===== src/rtl/axis_upsize_64_512_pkg.sv =====
// Purpose: shared widths and types for the 64-to-512 AXI-Stream upsizer.
// Latency: n/a (declarations only).
// Backpressure: n/a (declarations only).
// Contents: default geometry, derived widths, the lane index type, the statistics counter type
// and a helper that flags words with unfilled byte lanes.
package axis_upsize_pkg;

    localparam int DEF_IN_WIDTH = 64;
    localparam int DEF_RATIO    = 8;

    localparam int OUT_WIDTH  = DEF_IN_WIDTH * DEF_RATIO;
    localparam int IN_KEEP_W  = DEF_IN_WIDTH / 8;
    localparam int OUT_KEEP_W = OUT_WIDTH / 8;
    localparam int LANE_W     = $clog2(DEF_RATIO);

    typedef logic [LANE_W-1:0] lane_idx_t;
    typedef logic [31:0]       stat_cnt_t;

    // True when at least one byte of a wide word is not valid (short or sparse word).
    function automatic logic keep_has_hole(input logic [OUT_KEEP_W-1:0] keep);
        return ~&keep;
    endfunction

endpackage


===== src/rtl/axis_upsize_64_512_if.sv =====
// Purpose: one AXI-Stream channel (valid/ready, data, byte keep, last) of configurable width.
// Latency: n/a (wiring only).
// Backpressure: tready flows from slave modport back to master modport.
// Ports: master drives tvalid/tdata/tkeep/tlast and samples tready; slave is the mirror.
interface axis_upsize_64_512_if #(
    parameter int DATA_W = 64
) ();

    logic                  tvalid;
    logic                  tready;
    logic [DATA_W-1:0]     tdata;
    logic [DATA_W/8-1:0]   tkeep;
    logic                  tlast;

    modport master (
        output tvalid,
        output tdata,
        output tkeep,
        output tlast,
        input  tready
    );

    modport slave (
        input  tvalid,
        input  tdata,
        input  tkeep,
        input  tlast,
        output tready
    );

endinterface


===== src/rtl/axis_upsize_64_512.sv =====
// Purpose: packs 64-bit AXI-Stream beats into 512-bit words; a packet tail closes the word early.
// Latency: output word valid one cycle after the closing input handshake.
// Backpressure: input ready = !areset && (output empty || downstream ready); a held word never changes.
// Ports: aclk, areset (async, active high), s_axis (narrow slave), m_axis (wide master).
// Optional: define AXIS_UPSIZE_STATS_EN to add stat_pkt_cnt, stat_word_cnt, stat_partial_cnt.
module axis_upsize_64_512
    import axis_upsize_pkg::*;
#(
    parameter int IN_WIDTH = DEF_IN_WIDTH,
    parameter int RATIO    = DEF_RATIO
) (
    input  logic                        aclk,
    input  logic                        areset,
    axis_upsize_64_512_if.slave         s_axis,
    axis_upsize_64_512_if.master        m_axis
`ifdef AXIS_UPSIZE_STATS_EN
    ,
    output stat_cnt_t                   stat_pkt_cnt,
    output stat_cnt_t                   stat_word_cnt,
    output stat_cnt_t                   stat_partial_cnt
`endif
);

    localparam int WORD_W    = IN_WIDTH * RATIO;
    localparam int IN_KW     = IN_WIDTH / 8;
    localparam int WORD_KW   = WORD_W / 8;
    localparam int LANE_BITS = (RATIO > 1) ? $clog2(RATIO) : 1;

    // Accumulator and fill pointer
    logic [LANE_BITS-1:0]               lane;
    logic [RATIO-1:0][IN_WIDTH-1:0]     acc_dat;
    logic [RATIO-1:0][IN_KW-1:0]        acc_keep;

    // Word as it would leave if the current beat closes it
    logic [RATIO-1:0][IN_WIDTH-1:0]     word_dat;
    logic [RATIO-1:0][IN_KW-1:0]        word_keep;

    // Output register
    logic                               out_vld;
    logic [WORD_W-1:0]                  out_dat;
    logic [WORD_KW-1:0]                 out_keep;
    logic                               out_last;

    logic                               in_rdy;
    logic                               in_fire;
    logic                               close_word;

    // The output register is the only storage that can block; the input
    // accepts whenever that register is empty or is being drained this cycle.
    assign in_rdy        = !areset && (!out_vld || m_axis.tready);
    assign s_axis.tready = in_rdy;
    assign in_fire       = s_axis.tvalid && in_rdy;
    assign close_word    = s_axis.tlast || (lane == LANE_BITS'(RATIO - 1));

    // Lanes below the fill pointer come from the accumulator, the current
    // lane from the live beat, and lanes above are forced empty so a short
    // word never carries stale bytes.
    always_comb begin
        word_dat  = '0;
        word_keep = '0;
        for (int k = 0; k < RATIO; k++) begin
            if (LANE_BITS'(k) == lane) begin
                word_dat[k]  = s_axis.tdata;
                word_keep[k] = s_axis.tkeep;
            end else if (LANE_BITS'(k) < lane) begin
                word_dat[k]  = acc_dat[k];
                word_keep[k] = acc_keep[k];
            end
        end
    end

    always_ff @(posedge aclk or posedge areset) begin
        if (areset) begin
            lane     <= '0;
            acc_dat  <= '0;
            acc_keep <= '0;
        end else if (in_fire) begin
            if (close_word) begin
                lane     <= '0;
                acc_dat  <= '0;
                acc_keep <= '0;
            end else begin
                acc_dat[lane]  <= s_axis.tdata;
                acc_keep[lane] <= s_axis.tkeep;
                lane           <= lane + LANE_BITS'(1);
            end
        end
    end

    // A closing beat reloads the register even while the previous word is
    // draining, so back-to-back words leave without a bubble.
    always_ff @(posedge aclk or posedge areset) begin
        if (areset) begin
            out_vld  <= 1'b0;
            out_dat  <= '0;
            out_keep <= '0;
            out_last <= 1'b0;
        end else if (in_fire && close_word) begin
            out_vld  <= 1'b1;
            out_dat  <= word_dat;
            out_keep <= word_keep;
            out_last <= s_axis.tlast;
        end else if (out_vld && m_axis.tready) begin
            out_vld  <= 1'b0;
        end
    end

    assign m_axis.tvalid = out_vld;
    assign m_axis.tdata  = out_dat;
    assign m_axis.tkeep  = out_keep;
    assign m_axis.tlast  = out_last;

`ifdef AXIS_UPSIZE_STATS_EN
    logic out_fire;
    assign out_fire = out_vld && m_axis.tready;

    always_ff @(posedge aclk or posedge areset) begin
        if (areset) begin
            stat_pkt_cnt     <= '0;
            stat_word_cnt    <= '0;
            stat_partial_cnt <= '0;
        end else if (out_fire) begin
            stat_word_cnt <= stat_word_cnt + 32'd1;
            if (out_last) begin
                stat_pkt_cnt <= stat_pkt_cnt + 32'd1;
            end
            if (keep_has_hole(out_keep)) begin
                stat_partial_cnt <= stat_partial_cnt + 32'd1;
            end
        end
    end
`endif

endmodule


===== src/flat_wrapper.sv =====
// flat-port wrapper written by rule: the top's interface ports become plain ports
module axis_upsize_64_512_flat import axis_upsize_pkg::*;
#(
    parameter int IN_WIDTH = DEF_IN_WIDTH,
    parameter int RATIO    = DEF_RATIO
)
  (aclk, areset, s_axis_tvalid, s_axis_tdata, s_axis_tkeep, s_axis_tlast, s_axis_tready, m_axis_tvalid, m_axis_tdata, m_axis_tkeep, m_axis_tlast, m_axis_tready);
  axis_upsize_64_512_if #(.DATA_W(64)) s_axis_i ();
  axis_upsize_64_512_if #(.DATA_W(512)) m_axis_i ();
  input  logic aclk;
  input  logic areset;
  input wire logic [$bits(s_axis_i.tvalid)-1:0] s_axis_tvalid;
  input wire logic [$bits(s_axis_i.tdata)-1:0] s_axis_tdata;
  input wire logic [$bits(s_axis_i.tkeep)-1:0] s_axis_tkeep;
  input wire logic [$bits(s_axis_i.tlast)-1:0] s_axis_tlast;
  output wire logic [$bits(s_axis_i.tready)-1:0] s_axis_tready;
  output wire logic [$bits(m_axis_i.tvalid)-1:0] m_axis_tvalid;
  output wire logic [$bits(m_axis_i.tdata)-1:0] m_axis_tdata;
  output wire logic [$bits(m_axis_i.tkeep)-1:0] m_axis_tkeep;
  output wire logic [$bits(m_axis_i.tlast)-1:0] m_axis_tlast;
  input wire logic [$bits(m_axis_i.tready)-1:0] m_axis_tready;
  assign s_axis_i.tvalid = s_axis_tvalid;
  assign s_axis_i.tdata = s_axis_tdata;
  assign s_axis_i.tkeep = s_axis_tkeep;
  assign s_axis_i.tlast = s_axis_tlast;
  assign s_axis_tready = s_axis_i.tready;
  assign m_axis_tvalid = m_axis_i.tvalid;
  assign m_axis_tdata = m_axis_i.tdata;
  assign m_axis_tkeep = m_axis_i.tkeep;
  assign m_axis_tlast = m_axis_i.tlast;
  assign m_axis_i.tready = m_axis_tready;
  axis_upsize_64_512 #(.IN_WIDTH(IN_WIDTH), .RATIO(RATIO)) u_core (.aclk(aclk), .areset(areset), .s_axis(s_axis_i), .m_axis(m_axis_i));
endmodule

===== config.mk =====
export PLATFORM = sky130hd
export DESIGN_NAME = axis_upsize_64_512_flat
export DESIGN_NICKNAME = d
export VERILOG_FILES = /design/src/rtl/axis_upsize_64_512_pkg.sv /design/src/rtl/axis_upsize_64_512_if.sv /design/src/rtl/axis_upsize_64_512.sv /design/src/flat_wrapper.sv
export SDC_FILE = /design/constraint.sdc
export NUM_CORES = 2
export LEC_CHECK = 0
export CAP_MARGIN = 20
export CORE_UTILIZATION = 39
export CTS_BUF_LIST = sky130_fd_sc_hd__clkbuf_8
export CTS_CLUSTER_DIAMETER = 200
export DETAILED_ROUTE_END_ITERATION = 7
export DONT_BUFFER_PORTS = 1
export PLACE_DENSITY = 0.62
export SYNTH_ARGS = -nofsm -noshare
export SYNTH_HDL_FRONTEND = slang
export SYNTH_SLANG_ARGS = --single-unit

===== constraint.sdc =====
create_clock -name aclk -period 48.7 [get_ports aclk]
set_input_delay 9.74 -clock aclk [delete_from_list [all_inputs] [get_ports aclk]]
set_output_delay 9.74 -clock aclk [all_outputs]
set_load 0.005 [all_outputs]

==> impl_metrics.ini <==
[status]
status = finished clean

[clocking]
hold_buffers = 0
cts_buffer_depth = 3
htreeDepth = 4
cts_setup_buffers = 0
clk_pin_slew_ns = 0.05
insertion_delay_ns = 0.88
cts_num_sinks = 1085
clock_tree.root_cell = clkbuf_8
cts_tree = done
cts_inserted_buffers = 180
cts_resized = 0

[timing]
max_freq_ghz = 0.0498
slew_violations = 0
fin_crit_sh = 0.412
fin_tns_setup_ns = 0
finalHoldViolCount = 0
fin_crit_ns = 20.07
rsz0062_at_grt = false
skew_ns = 0.0381
relSlewSlack = 0.210
max_slew.worst_pin.slew_ns = 1.19
setup_viol = 0

[critical_path]
crit_path_top_delay_cell = nor2b_1
path_cells = nor2b_1 > nor2_1
critPathMaxFanout = 7
cp_num_buf_inv = 0
cp.depth = 2
arrival_ns = 10.33
worst_setup_path_end_kind = output port
path_delay_family = simple AND/OR/NAND/NOR gates
ff2ff_path_depth = 8
reg2reg_setup_slack_ns = 43.62
required_ns = 38.96
reg2reg_from = u_core.lane[1]
path_class = in -> out
max_stage_delay_ns = 0.47
start_kind = input port
rr_endpoint = u_core.m_axis.tdata[495]

[final_layout]
fin_area_sq_um = 49400
post-route-util = 0.431
syn2layout_area_growth_pct = 8.92
finalNonFillerCells = 5201
fin_nets = 3644
drive_gt1_frac = 0.133

[detailed_routing]
route.detailed.drc = 0
post_drt_wl_per_cell_um = 31.1
dr_total_vias = 34098
viasPerCell = 6.56
postRouteAntennaNets = 0
routed_wl_um = 162000
first_iter_violations = 3310
firstDrtPassIters = 5

[floorplanning]
die_w_um = 343
start_util = 0.395
core_area_sq_um = 115000
ioPinCount = 656
fp.dieH_um = 343
die_area_sq_um = 118000
rows = 124

[logic_synthesis]
synth_seq_area_share = 0.598
synth_cell_types = 37
ys_seq_elements = 1085
syn-num-nets = 3901
synth_cells = 3820
yosysWarnings = 0
syn_area_per_cell_sq_um = 11.9
synth_area_sq_um = 45400

[global_route]
grt_max_degree = 149
gr-total-overflow = 0
grt_usage = 0.267
grt_pass1_wl_um = 237000
grt_pass1_vias = 33673
antenna_found_initial = 4

[pwr]
power_switching_mw = 0.687
pwr_density_cell_nw_per_um2 = 45.4
peakVddDrop_uv = 27.7
p_seq_frac = 0.512
power.leakage_nw = 21.6
pwr-share-clk = 0.359
p_comb_frac = 0.129
intPower_mw = 1.56
switching_share = 0.306

[min_path]
hold_class = reg -> reg
hold_start = u_core.acc_dat[122]
hold_depth = 1
whs_endpoint = u_core.acc_dat[122]

[place]
dpl.hpwl_um = 91100
dp_cells = 4889
globalplace.congestion = 0.765
portBuffers = 0
place_area_sq_um = 45800

[run]
maxCapViolCount = 0
## state kept, by name (all words and copies together) (netlist names)
signal                cells
u_core.m_axis.tdata     512
u_core.acc_dat          448
u_core.m_axis.tkeep      64
u_core.acc_keep          56
u_core.lane               3
u_core.m_axis.tlast       1
u_core.m_axis.tvalid      1
## logic make-up after synthesis
logic type	share of synthesized area
buffers and inverters	0.0507
adders and majority gates	0.00110
and+or+nand+nor	0.0183
muxes	0.0516
DFF	0.598
AOI/OAI and AO/OA	0.280
## synth_stat cells, drive strengths merged
library cell  count  area (sq um)
or3b              1          11.3
nor2b             4          25.0
a31oi           432          2700
nand3             3          15.0
or2               3          18.8
a22oi           144          1080
ha                4          50.1
nand2           147           552
buf             204          1120
and3              1          6.26
o21ai           221          1110
mux2            144          1620
nand4             2          12.5
and3b             4          35.0
a211o             1          8.76
and4b             1          10.0
mux2i            72           721
nor2              2          7.51
and4              6          52.6
nor3              2          10.0
inv               4          15.0
clkbuf          310          1160
nand2b            3          18.8
o211ai            6          70.1
and2              3          18.8
a22o            648          5680
nor3b             2          15.0
a32oi            72           631
nor4              1          21.3
dfrtp          1085         27200
a21oi           288          1440
## how the worst max path moves through the flow
stage	from	endpoint	slack [ns]
4_1_cts	m_axis_tready	s_axis_tready	28.63
6_report	m_axis_tready	s_axis_tready	28.63
3_5_place_dp	m_axis_tready	s_axis_tready	28.62
3_3_place_gp	m_axis_tready	s_axis_tready	28.62
5_1_grt	m_axis_tready	s_axis_tready	28.56
2_1_floorplan	areset	u_core.acc_dat[0]	8.41
## cell usage in the layout (no fill, tap or decap), types with 7 or more instances in the layout
cell type     n
clkbuf_8    219
a22oi_1     144
buf_4        66
dfrtp_1    1082
mux2i_1      72
o21ai_0     221
a32oi_1      72
buf_16        7
inv_1        68
a31oi_1     432
a22o_1      648
a21oi_1     288
mux2_2      140
nand2_1     147
## cell type report
class                   count  area, sq um
multi-input cells        2217        16100
flip-flops and latches   1085        27200
well taps                1512         1890
clock inverters            87          522
fillers                 10691        65400
diodes                      2         5.00
clock buffers             219         3010
repair buffers             75          728
inverters                   4         22.5
## per-layer routing
layer,vias up,wire [um],GRT usage
met3,260,17000,0.0875
li1,14138,-,-
met5,-,0,0
met4,0,4060,0.0825
met1,17968,65400,0.354
met2,1732,75200,0.415
## power by group through the flow
stage | clock (mW) | sequential, mW | combinational, mW
2_1_floorplan | 0 | 1.10 | 0.228
3_3_place_gp | 0 | 1.16 | 0.283
3_5_place_dp | 0 | 1.16 | 0.290
4_1_cts | 0.820 | 1.15 | 0.291
5_1_grt | 0.858 | 1.16 | 0.319
6_report | 0.804 | 1.15 | 0.290
## metrics by stage
| stage | hold slack [ns] | total power, mW | setup slack (ns) |
|---|---|---|---|
| global placement | 0.476 | 1.44 | 28.62 |
| floorplan | 0.460 | 1.33 | 8.41 |
| finish | 0.492 | 2.24 | 28.63 |
| CTS | 0.495 | 2.26 | 28.63 |
| global route | 0.502 | 2.34 | 28.56 |
| detailed placement | 0.475 | 1.45 | 28.62 |
Note: power is estimated with default switching activity, not from simulation.
